$ cat src/rtl/keypad_entry_ctrl_pkg.sv
// Shared key codes and FSM state encoding for the ATM keypad entry controller.
// The optional inactivity timeout is enabled with the ENTRY_TIMEOUT_EN macro (see keypad_entry_ctrl).
package keypad_pkg;

   localparam logic [3:0] KEY_CLEAR = 4'd10;
   localparam logic [3:0] KEY_ENTER = 4'd11;
   localparam logic [3:0] KEY_NONE  = 4'd13;

   typedef enum logic [1:0] {
      ST_IDLE  = 2'd0,
      ST_ENTRY = 2'd1,
      ST_DONE  = 2'd2
   } state_t;

   // Encoder codes 12, 14 and 15 carry no key and are folded onto KEY_NONE.
   function automatic logic [3:0] normalize_code(input logic [3:0] code);
      if (code == 4'd12 || code >= 4'd14) begin
         return KEY_NONE;
      end
      return code;
   endfunction

endpackage

$ cat src/rtl/keypad_entry_ctrl_debouncer.sv
// Key code debouncer: accepts a code after DEBOUNCE_CYCLES equal samples and
// flags a press only on a released->key transition of the accepted code.
module key_debouncer
   import keypad_pkg::*;
#(
   parameter int DEBOUNCE_CYCLES = 16
) (
   input  logic       clock,
   input  logic       reset,
   input  logic [3:0] key_code,
   output logic [3:0] stable_code,
   output logic       press_pulse,
   output logic [3:0] press_code
);

   localparam int CW = $clog2(DEBOUNCE_CYCLES + 1);

   logic [3:0]    sample;
   logic [3:0]    cand_q, cand_d;
   logic [CW-1:0] cnt_q, cnt_d;
   logic [3:0]    stable_q, stable_d;

   always_comb begin
      sample   = normalize_code(key_code);
      cand_d   = cand_q;
      cnt_d    = cnt_q;
      stable_d = stable_q;
      if (sample != cand_q) begin
         cand_d = sample;
         cnt_d  = CW'(1);
      end else if (cnt_q != CW'(DEBOUNCE_CYCLES)) begin
         cnt_d = cnt_q + 1'b1;
      end
      if (cnt_d == CW'(DEBOUNCE_CYCLES)) begin
         stable_d = cand_d;
      end
      // Combinational so the controller acts on the same edge the code is accepted.
      press_pulse = (stable_q == KEY_NONE) && (stable_d != KEY_NONE);
      press_code  = stable_d;
   end

   always_ff @(posedge clock) begin
      if (reset) begin
         cand_q   <= KEY_NONE;
         cnt_q    <= '0;
         stable_q <= KEY_NONE;
      end else begin
         cand_q   <= cand_d;
         cnt_q    <= cnt_d;
         stable_q <= stable_d;
      end
   end

   assign stable_code = stable_q;

endmodule

$ cat src/rtl/keypad_entry_ctrl.sv
// ATM keypad entry controller: debounced key events build a BCD entry handed off via valid/ack.
// Define ENTRY_TIMEOUT_EN to abandon an entry after TIMEOUT_CYCLES without an accepted key.
module keypad_entry_ctrl
   import keypad_pkg::*;
#(
   parameter int DEBOUNCE_CYCLES = 16,
   parameter int MAX_DIGITS      = 6,
   parameter int TIMEOUT_CYCLES  = 1000000
) (
   input  logic                               clock,
   input  logic                               reset,
   input  logic [3:0]                         key_code,
   input  logic                               entry_ack,
   output logic [4*MAX_DIGITS-1:0]            entry_digits,
   output logic [$clog2(MAX_DIGITS+1)-1:0]    digit_count,
   output logic                               entry_valid,
   output logic                               key_strobe,
   output logic                               busy,
   output logic                               timeout_abort
);

   localparam int DW = 4 * MAX_DIGITS;
   localparam int CW = $clog2(MAX_DIGITS + 1);

   logic [3:0] unused_stable_code;
   logic       press_pulse;
   logic [3:0] press_code;

   key_debouncer #(
      .DEBOUNCE_CYCLES(DEBOUNCE_CYCLES)
   ) u_debouncer (
      .clock       (clock),
      .reset       (reset),
      .key_code    (key_code),
      .stable_code (unused_stable_code),
      .press_pulse (press_pulse),
      .press_code  (press_code)
   );

   state_t        state_q, state_d;
   logic [DW-1:0] digits_q, digits_d;
   logic [CW-1:0] count_q, count_d;
   logic          strobe_q, strobe_d;
   logic          is_digit;

`ifdef ENTRY_TIMEOUT_EN
   localparam int TW = $clog2(TIMEOUT_CYCLES + 1);
   logic [TW-1:0] tmo_q, tmo_d;
   logic          abort_q, abort_d;
`endif

   always_comb begin
      state_d  = state_q;
      digits_d = digits_q;
      count_d  = count_q;
      strobe_d = 1'b0;
      is_digit = (press_code <= 4'd9);
`ifdef ENTRY_TIMEOUT_EN
      abort_d  = 1'b0;
`endif
      unique case (state_q)
         ST_IDLE: begin
            if (press_pulse && is_digit) begin
               digits_d      = '0;
               digits_d[3:0] = press_code;
               count_d       = CW'(1);
               state_d       = ST_ENTRY;
               strobe_d      = 1'b1;
            end
         end
         ST_ENTRY: begin
            if (press_pulse && is_digit) begin
               // A full buffer silently drops further digits.
               if (count_q < CW'(MAX_DIGITS)) begin
                  digits_d = {digits_q[DW-5:0], press_code};
                  count_d  = count_q + 1'b1;
                  strobe_d = 1'b1;
               end
            end else if (press_pulse && press_code == KEY_CLEAR) begin
               digits_d = '0;
               count_d  = '0;
               state_d  = ST_IDLE;
               strobe_d = 1'b1;
            end else if (press_pulse && press_code == KEY_ENTER) begin
               state_d  = ST_DONE;
               strobe_d = 1'b1;
`ifdef ENTRY_TIMEOUT_EN
            end else if (tmo_q == TW'(TIMEOUT_CYCLES - 1)) begin
               digits_d = '0;
               count_d  = '0;
               state_d  = ST_IDLE;
               abort_d  = 1'b1;
`endif
            end
         end
         ST_DONE: begin
            if (entry_ack) begin
               digits_d = '0;
               count_d  = '0;
               state_d  = ST_IDLE;
            end
         end
         default: begin
            state_d = ST_IDLE;
         end
      endcase
`ifdef ENTRY_TIMEOUT_EN
      // Idle time is measured only inside ENTRY and restarts on every accepted key.
      if (state_q != ST_ENTRY || strobe_d || abort_d) begin
         tmo_d = '0;
      end else begin
         tmo_d = tmo_q + 1'b1;
      end
`endif
   end

   always_ff @(posedge clock) begin
      if (reset) begin
         state_q  <= ST_IDLE;
         digits_q <= '0;
         count_q  <= '0;
         strobe_q <= 1'b0;
      end else begin
         state_q  <= state_d;
         digits_q <= digits_d;
         count_q  <= count_d;
         strobe_q <= strobe_d;
      end
   end

`ifdef ENTRY_TIMEOUT_EN
   always_ff @(posedge clock) begin
      if (reset) begin
         tmo_q   <= '0;
         abort_q <= 1'b0;
      end else begin
         tmo_q   <= tmo_d;
         abort_q <= abort_d;
      end
   end

   assign timeout_abort = abort_q;
`else
   assign timeout_abort = 1'b0;
`endif

   assign entry_digits = digits_q;
   assign digit_count  = count_q;
   assign entry_valid  = (state_q == ST_DONE);
   assign busy         = (state_q != ST_IDLE);
   assign key_strobe   = strobe_q;

endmodule
$ cat config.mk
export PLATFORM = sky130hd
export DESIGN_NAME = keypad_entry_ctrl
export DESIGN_NICKNAME = d
export VERILOG_FILES = /design/src/rtl/keypad_entry_ctrl_pkg.sv /design/src/rtl/keypad_entry_ctrl_debouncer.sv /design/src/rtl/keypad_entry_ctrl.sv
export SDC_FILE = /design/constraint.sdc
export NUM_CORES = 1
export LEC_CHECK = 0
export BUFFER_PORTS_ARGS = -buffer_cell sky130_fd_sc_hd__buf_2
export CORE_MARGIN = 5
export CORE_UTILIZATION = 50
export CTS_CLUSTER_SIZE = 12
export DETAILED_ROUTE_END_ITERATION = 12
export GPL_ROUTABILITY_DRIVEN = 0
export PLACE_DENSITY = 0.72
export SYNTH_ARGS = -nofsm -noshare
export SYNTH_HDL_FRONTEND = slang
export SYNTH_SLANG_ARGS = --single-unit
$ cat constraint.sdc
create_clock -name clock -period 7.3 [get_ports clock]
set_input_delay 0 -clock clock [delete_from_list [all_inputs] [get_ports clock]]
set_output_delay 0 -clock clock [all_outputs]
set_load 0.02 [all_outputs]
### After elaboration in Yosys (flattened, before gate mapping)

Cells that the tools add are included.

| word-level totals | value |
|---|---|
| output and inout port bits | 31 |
| word-level logic and storage cells | 69 |
| register bits | 43 |
| input port bits | 7 |

| cells by class | value |
|---|---|
| eq/ne operators | 16 |
| order comparisons | 3 |
| add/subtract/negate cells | 2 |
| reductions and logical operators | 10 |
| muxes and demuxes | 31 |

Operator list:

| operator | count |
|---|---|
| 2-to-1 mux 24 bit | 5 |
| one-hot mux 24 bit (3 select lines) | 1 |
| == test 4 bit, second input constant | 4 |
| 2-to-1 mux 4 bit | 4 |
| 2-to-1 mux 3 bit | 5 |
| 2-to-1 mux 2 bit | 5 |
| 2-to-1 mux 5 bit | 2 |
| inequality test 3 bit, second input constant | 3 |
| one-hot mux 3 bit (3 select lines) | 1 |
| 2-to-1 mux 1 bit | 6 |
| inequality test 2 bit, second input constant | 3 |
| one-hot mux 2 bit (3 select lines) | 1 |
| adder 5 x 1 -> 5 bit, second input constant | 1 |
| == test 5 bit, second input constant | 1 |
| inequality test 5 bit, second input constant | 1 |
| AND reduction 5 bit | 1 |
| >= comparator 4 bit, second input constant | 1 |
| <= comparator 4 bit, second input constant | 1 |
| logical AND 1 bit | 4 |
| inequality test 4 bit | 1 |
| inequality test 4 bit, second input constant | 1 |
| AND reduction 4 bit | 1 |
| adder 3 x 1 -> 3 bit, second input constant | 1 |
| less-than comparator 3 bit, second input constant | 1 |
| 7 further kinds | 7 |

### Logic depth before layout (Yosys ltp)

Gate-level depths: netlist of run 1.

| depth | value |
|---|---|
| depth after elaboration | 15 |
| gate-level depth with buffers | 11 |
| mapped depth without buffers | 9 |

### By module

From an unflattened synthesis of run 1, not the netlist that was laid out.

| second synthesis, totals | value |
|---|---|
| cell total of the unflattened synthesis | 237 |
| area, all modules | 2040.7 um^2 |

Modules (own cells, without submodules):

| module | area each (um^2) | times used | seq. area each (um^2) | cells an instance |
|---|---|---|---|---|
| keypad_entry_ctrl | 1363.8 | 1 | 600.6 | 163 |
| key_debouncer | 676.9 | 1 | 260.2 | 74 |

### Least setup slack after synthesis of run 1

Ideal clock, no wire load.

| timing | value |
|---|---|
| kind | register to register |
| start point | register u_debouncer.cnt_q[0] |
| end point | register state_q[0] |
| setup time | 127 ps |
| cell stages (with the launch flop) | 11 |
| arrival time | 2274 ps |
| slack | 4899 ps |
| period minus slack after synthesis | 2401 ps |
| cell sequence | dfxtp_1 inv_1 ha_1 nor2b_1 nor4_1 nor3_1 or4_1 buf_6 a221oi_2 mux2i_1 nor2_1 |

| on the way | value |
|---|---|
| longest elaborated chain between the ends | 11 |

RTL lines:

| item | line | source |
|---|---|---|
| from (decl) | keypad_entry_ctrl_debouncer.sv:20 | `logic [CW-1:0] cnt_q, cnt_d;` |
| from (signal assigned) | keypad_entry_ctrl_debouncer.sv:49 | `cnt_q <= cnt_d;` |
| adder 5 x 1 -> 5 bit or inequality test 5 bit (tied branches) | keypad_entry_ctrl_debouncer.sv:32, keypad_entry_ctrl_debouncer.sv:31 |  |
| 2-to-1 mux 5 bit * | keypad_entry_ctrl_debouncer.sv:31 | `end else if (cnt_q != CW'(DEBOUNCE_CYCLES)) begin` |
| 2-to-1 mux 5 bit * | keypad_entry_ctrl_debouncer.sv:28 | `if (sample != cand_q) begin` |
| == test 5 bit * | keypad_entry_ctrl_debouncer.sv:34 | `if (cnt_d == CW'(DEBOUNCE_CYCLES)) begin` |
| 2-to-1 mux 4 bit * | keypad_entry_ctrl_debouncer.sv:34 |  |
| inequality test 4 bit | keypad_entry_ctrl_debouncer.sv:38 | `press_pulse = (stable_q == KEY_NONE) && (stable_d != KEY_NONE);` |
| logical AND 1 bit | keypad_entry_ctrl_debouncer.sv:38 |  |
| logical AND 1 bit | keypad_entry_ctrl.sv:79 | `end else if (press_pulse && press_code == KEY_CLEAR) begin` |
| 2-to-1 mux 2 bit | keypad_entry_ctrl.sv:79 |  |
| 2-to-1 mux 2 bit | keypad_entry_ctrl.sv:72 | `if (press_pulse && is_digit) begin` |
| one-hot mux 2 bit (3 select lines) | keypad_entry_ctrl.sv:61 | `unique case (state_q)` |
| to (signal assigned) | keypad_entry_ctrl.sv:124 | `state_q <= state_d;` |
| to (decl) | keypad_entry_ctrl.sv:40 | `state_t state_q, state_d;` |

Mark *: on every way between the ends. The rest lies on a longest branch, timed or not. The select of a mux whose other input is x is not followed.
A chain may end at the register's enable or synchronous reset.

### Worst setup path in the final report of run 1

| timing | value |
|---|---|
| start point | register u_debouncer.cnt_q[0] |
| end point | register digits_q[6] (netlist: entry_digits[6]) |

| on the way | value |
|---|---|
| longest elaborated chain between the ends | 10 |

RTL lines:

| item | line | source |
|---|---|---|
| adder 5 x 1 -> 5 bit or inequality test 5 bit (tied branches) | keypad_entry_ctrl_debouncer.sv:32, keypad_entry_ctrl_debouncer.sv:31 |  |
| 2-to-1 mux 5 bit * | keypad_entry_ctrl_debouncer.sv:31 |  |
| 2-to-1 mux 5 bit * | keypad_entry_ctrl_debouncer.sv:28 |  |
| == test 5 bit * | keypad_entry_ctrl_debouncer.sv:34 |  |
| 2-to-1 mux 4 bit * | keypad_entry_ctrl_debouncer.sv:34 |  |
| branches (longest 5 deep; another with <= comparator 4 bit) | n/a |  |
| to (signal assigned) | keypad_entry_ctrl.sv:125 | `digits_q <= digits_d;` |
| to (decl) | keypad_entry_ctrl.sv:41 | `logic [DW-1:0] digits_q, digits_d;` |

Mark *: on every way between the ends.

==> results.cfg, run 1 <==
[placement]
port-buffer-count = 36
dp.final_hpwl_um = 3000
placed_area_um2 = 2320

[min_path]
holdPathStages = 2
holdPathEnd = key_strobe
hp-class = input pin to register
hp-start = reset

[worst_setup_path]
slowest_delay_ps = 470
cp_max_fo = 19
regToRegEndpoint = entry_digits[6]
worstPathCellList = inv_1, ha_1, nor2b_1, nor4_1, nor3_1, nor4b_1, nand2_1, o21bai_2, buf_4, mux2i_1
worstSetupEndpointType = register
critPathKind = register to register
slowest_stage = nor4b_1
worstPathRequired_ps = 7520
path_buf_inv = 2
cp.arrival_ps = 3350
critPathLaunchType = register
reg2regPathDepth = 10
rrSetupSlack_ps = 4170
r2r-start = u_debouncer.cnt_q[0]
cpLargestDelayFamily = simple AND/OR/NAND/NOR gates

[route]
wl_per_cell_um = 12.6
ant_nets = 0
firstDrtPassIters = 4
drcViolationCount = 0
drt-total-wl_um = 4140
first_iter_violations = 83
vias = 1741
viasPerCell = 5.31

[sta]
setup_viol = 0
maxSlewHeadroom_pct = 58.0
fin_setup_tns_ps = 0
rsz0062_at_grt = false
fin_worst_skew_ps = 7.39
slew_violations = 0
min_period_ps = 3130
fmax_ghz = 0.319
period_share_pct = 42.9
worst_pin_slew_ps = 629
hold_viol_final = 0

[flow_run]
maxCapViolations = 0

[logic_synthesis]
synth_edf_count = 0
synth_top_cells_by_area = dfxtp_1 39%, mux2i_1 14%, nand2_1 9.4%, ha_1 4.0%, nor2_1 2.4%
async_reset_ff_share_pct = 0
syn_nets = 259
ys_ff_latch = 43
synth_cells = 245
ys_types = 48
syn_avg_cell_area_um2 = 8.94
syn-cell-area_um2 = 2190
synth_top_area_share_pct = 39.3
ys.flop_type = dfxtp_1
synth_commonest_cells = 55 x nand2_1, 43 x dfxtp_1, 30 x mux2i_1
ys_seq_area_share_pct = 39.3
synth_top_area_cell = dfxtp_1
yosys_warnings = 0
synth.most_common_cell = nand2_1

[cts]
htree_levels = 2
insertion_delay_ps = 290
ctsHoldBuffers = 0
cts.sinks = 43
cts_root_buffer = clkbuf_8
cts_buffers = 5
postCtsSetupBuffers = 0
post_cts_resized = 0
cts_tree = done
clkTransAtPathRegs_ps = 80
cts_max_path_buffers = 2

[global_route]
track_usage_pct = 14.8
gr-total-overflow = 0
grt_max_degree = 34
grt_pass1_wl_um = 7330
grt_pass1_vias = 1653
antenna_found_initial = 0

[cells_and_area]
drive_gt1_share_pct = 20.3
nFillCells = 408
nNetsFinal = 289
antenna_cells = 0
syn_to_final_growth_pct = 10.0
stdcell_area_um2 = 2410

[floorplan]
start_util_pct = 51.0
die_h_um = 76.2
core_um2 = 4290
fp.dieW_um = 76.2
ioPinCount = 38
fp.dieArea_um2 = 5800
fp-row-count = 24

[outcome]
status = completed

[pwr]
p_leak_uw = 0.00117
power_density_nw_per_um2 = 167
peakVddDrop_mv = 0.0742
## per-stage QoR
step / setup WS [ps] / hold slack (ps) / cells / power (uW) / utilization [%]
floorplan: 4900 / 171 / 245 / 259 / -
global placement: 4300 / 348 / 320 / 264 / 54.1
detailed placement: 4190 / 353 / 320 / 264 / 54.1
CTS: 4170 / 54.8 / 328 / 407 / 56.1
global route: 3870 / 63.4 / 328 / 422 / 56.1
finish: 4170 / 59.5 / 328 / 402 / 56.1
## power breakdown
part / switching (uW) / internal [uW] / total [uW]
logic: 13.4 / 7.40 / 20.9
registers: 1.56 / 236 / 238
clock network: 76.9 / 66.8 / 144
total: 91.9 / 310 / 402
## state kept, by name, summed over array words and instances (netlist names)
name                     cells
entry_digits                24
u_debouncer.cnt_q            5
u_debouncer.cand_q           4
u_debouncer.stable_code      4
digit_count                  3
state_q                      2
key_strobe                   1
## routing by layer
metal	GRT usage (%)	wire [um]
met5	0	0
met4	5.24	60
met3	3.31	162
met2	24.8	1970
met1	18.6	1950
## worst register-to-register path: stages, from the launching register on
cell      delay [ps]
dfxtp_1          430
inv_1             70
ha_1             180
nor2b_1          150
nor4_1           250
nor3_1           140
nor4b_1          470
nand2_1          270
o21bai_2         470
buf_4            400
mux2i_1          230
## worst max-delay path by stage
| stage | end | startpoint | slack (ps) | cells after the start |
|---|---|---|---|---|
| after detailed placement | entry_digits[6] | u_debouncer.cnt_q[0] | 4190 | 10 |
| after floorplan | state_q[0] | u_debouncer.cnt_q[0] | 4900 | 10 |
| after global routing | entry_digits[9] | u_debouncer.cnt_q[0] | 3870 | 10 |
| after global placement | entry_digits[13] | u_debouncer.cnt_q[0] | 4300 | 10 |
| final | entry_digits[6] | u_debouncer.cnt_q[0] | 4170 | 10 |
| after CTS | entry_digits[6] | u_debouncer.cnt_q[0] | 4170 | 10 |
## layout make-up
type | count | area [um^2] | area share, %
Sequential cell | 43 | 861 | 35.7
Timing Repair Buffer | 38 | 195 | 8.10
Clock buffer | 6 | 72.6 | 3.01
Multi-Input combinational cell | 177 | 1160 | 48.4
Inverter | 10 | 37.5 | 1.56
Clock inverter | 2 | 12.5 | 0.519
Tap cell | 52 | 65.1 | 2.70
## layout by cell type, fill, tap and decap left out, drive strengths merged, types with 5 or more instances in the layout
| cell type | synthesis | final |
|---|---|---|
| nand2 | 55 | 55 |
| buf | 8 | 38 |
| o21ai | 5 | 5 |
| nand3 | 9 | 9 |
| dfxtp | 43 | 43 |
| nor3 | 5 | 5 |
| inv | 10 | 10 |
| ha | 7 | 7 |
| mux2i | 30 | 30 |
| nor2 | 14 | 14 |
| clkbuf | 7 | 6 |
## cells by family after synthesis
family / after synthesis / synth area share, %
other cells: 1 / 0.171
flops: 43 / 39.3
simple gates: 107 / 23.3
mux: 31 / 14.2
compound gates: 26 / 9.48
fa+ha+maj: 7 / 4.00
xor+xnor: 5 / 2.00
buf+inv: 25 / 7.49
Power figures use the tool's default switching activity.
==> run 2, diff against run 1 <==
--- a/config.mk
+++ b/config.mk
@@ -11,7 +11,7 @@
 export CTS_CLUSTER_SIZE = 12
 export DETAILED_ROUTE_END_ITERATION = 12
 export GPL_ROUTABILITY_DRIVEN = 0
-export PLACE_DENSITY = 0.72
+export PLACE_DENSITY = 0.75
 export SYNTH_ARGS = -nofsm -noshare
 export SYNTH_HDL_FRONTEND = slang
 export SYNTH_SLANG_ARGS = --single-unit
==> constraint.sdc (replaced) <==
create_clock -name clock -period 2.6 [get_ports clock]
set_input_delay 0 -clock clock [delete_from_list [all_inputs] [get_ports clock]]
set_output_delay 0 -clock clock [all_outputs]
set_load 0.02 [all_outputs]
==> run 2 against run 1 <==
Global-route usage up 0.72 points. Count of clock-buffer cells in the layout shrank 1. Largest power group unchanged. Sequential share of layout area decreased by 1.8 points. Critical endpoint is now state_q[0].
==> results.cfg, run 2 (same netlist as run 1, synthesis figures left out) <==
[outcome]
status = completed

[route]
vias = 1776
drcViolationCount = 0
wl_per_cell_um = 13.9
firstDrtPassIters = 4
viasPerCell = 5.32
drt-total-wl_um = 4650
first_iter_violations = 99
ant_nets = 0

[cells_and_area]
nFillCells = 379
layoutNonFillerInstCount = 334
fin_util_pct = 59.0
drive_gt1_share_pct = 24.1
final_common_cell = nand2_1
nNetsFinal = 295
final_cell_mix = 55 x nand2_1, 43 x dfxtp_1, 36 x buf_2
antenna_cells = 0
largest_register_ffs = 24
syn_to_final_growth_pct = 15.7

[pwr]
power.switching_uw = 283
power_density_nw_per_um2 = 495
p_leak_uw = 0.00123
peakVddDrop_mv = 0.282
combPwrFrac_pct = 5.0
finalPower_uw = 1250
swShare_pct = 22.6
p_clk_share_pct = 41.8
p_int_uw = 971
seqPwrFrac_pct = 53.1

[worst_setup_path]
worstPathRequired_ps = 2790
critPathKind = register to register
worstSetupEndpointType = register
regToRegEndpoint = state_q[0]
cp_max_fo = 8
slowest_stage = or4_4
worstPathCellList = inv_1, ha_1, nor2b_1, nor4_2, nor3_2, or4_4, a221oi_4, mux2i_1, nor2_1
path_buf_inv = 1
reg2regPathDepth = 9
cp.arrival_ps = 2650
rrSetupSlack_ps = 140
r2r-start = u_debouncer.cnt_q[0]
critPathLaunchType = register
slowest_delay_ps = 580
cpLargestDelayFamily = simple AND/OR/NAND/NOR gates

[cts]
cts.sinks = 43
cts_root_buffer = clkbuf_8
clkTransAtPathRegs_ps = 80
cts_buffers = 5
htree_levels = 2
cts_tree = done
ctsHoldBuffers = 0
insertion_delay_ps = 300
cts_max_path_buffers = 2

[global_route]
grt_pass1_wl_um = 7720
grt_max_degree = 27
gr-total-overflow = 0
antenna_found_initial = 0
grt_pass1_vias = 1657
track_usage_pct = 15.5

[sta]
fin_worst_skew_ps = 5.85
hold_viol_final = 0
period_share_pct = 94.7
fmax_ghz = 0.406
whs_ps = 50.5
slew_violations = 0
fin_setup_tns_ps = 0
min_period_ps = 2460
setup_viol = 0

[floorplan]
fp.dieW_um = 76.2
die_h_um = 76.2
fp.dieArea_um2 = 5800
ioPinCount = 38
core_um2 = 4290
start_util_pct = 51.0
fp-row-count = 24

[placement]
dp.final_hpwl_um = 3200
port-buffer-count = 36
place_inst = 325

[min_path]
hp-class = input pin to register
holdPathEnd = state_q[0]
hp-start = reset
holdPathStages = 2

[flow_run]
maxCapViolations = 0
==> run 2: power by group through the flow <==
stage | registers [uW] | clock network, uW | logic [uW]
2_1_floorplan | 682 | 0 | 46.6
3_3_place_gp | 681 | 0 | 60.0
3_5_place_dp | 682 | 0 | 60.4
4_1_cts | 666 | 529 | 61.0
5_1_grt | 667 | 565 | 70.3
6_report | 666 | 525 | 63.3
==> run 2: cell type report <==
class                   instances  area, um^2  area share [%]
clock inverters                 3        43.8            1.73
inverters                      10        37.5            1.48
flip-flops and latches         43         861            34.0
clock buffers                   5        68.8            2.72
well taps                      52        65.1            2.57
multi-input cells             177        1200            47.6
repair buffers                 44         253            9.98
==> run 2: worst max path at each step <==
stage,startpoint,to,slack [ps],cells after the start
floorplan,u_debouncer.cnt_q[0],state_q[0],200,10
global placement,u_debouncer.cnt_q[0],state_q[0],110,9
detailed placement,u_debouncer.cnt_q[0],state_q[0],20,9
CTS,u_debouncer.cnt_q[0],state_q[0],10,9
global route,u_debouncer.cnt_q[0],entry_digits[22],-7,10
finish,u_debouncer.cnt_q[0],state_q[0],140,9
==> run 2: per-stage QoR <==
step | cell area (um^2) | setup WS, ps
3_3_place_gp | 2370 | 111
5_1_grt | 2530 | -7.03
2_1_floorplan | 2190 | 199
4_1_cts | 2490 | 14.4
3_5_place_dp | 2370 | 22.1
6_report | 2530 | 139
==> run 2: metal layers <==
metal / vias to the layer above / routed length, um / track usage [%]
met5: - / 0 / 0
met4: 0 / 78 / 4.55
met3: 6 / 270 / 4.85
met2: 47 / 2180 / 24.7
met1: 820 / 2130 / 20.2
li1: 903 / - / -
==> run 2: worst reg2reg max path, cell delays in order, from the launching register on <==
cell and delay [ps]:
dfxtp_1 380, inv_1 60, ha_1 180, nor2b_1 160, nor4_2 250, nor3_2 130, or4_4 590, a221oi_4 350
mux2i_1 210, nor2_1 50
==> run 2: timing repair <==
action	in CTS	in global routing
resized for setup	0	6
buffers inserted	0	1
setup endpoints to repair	0	29
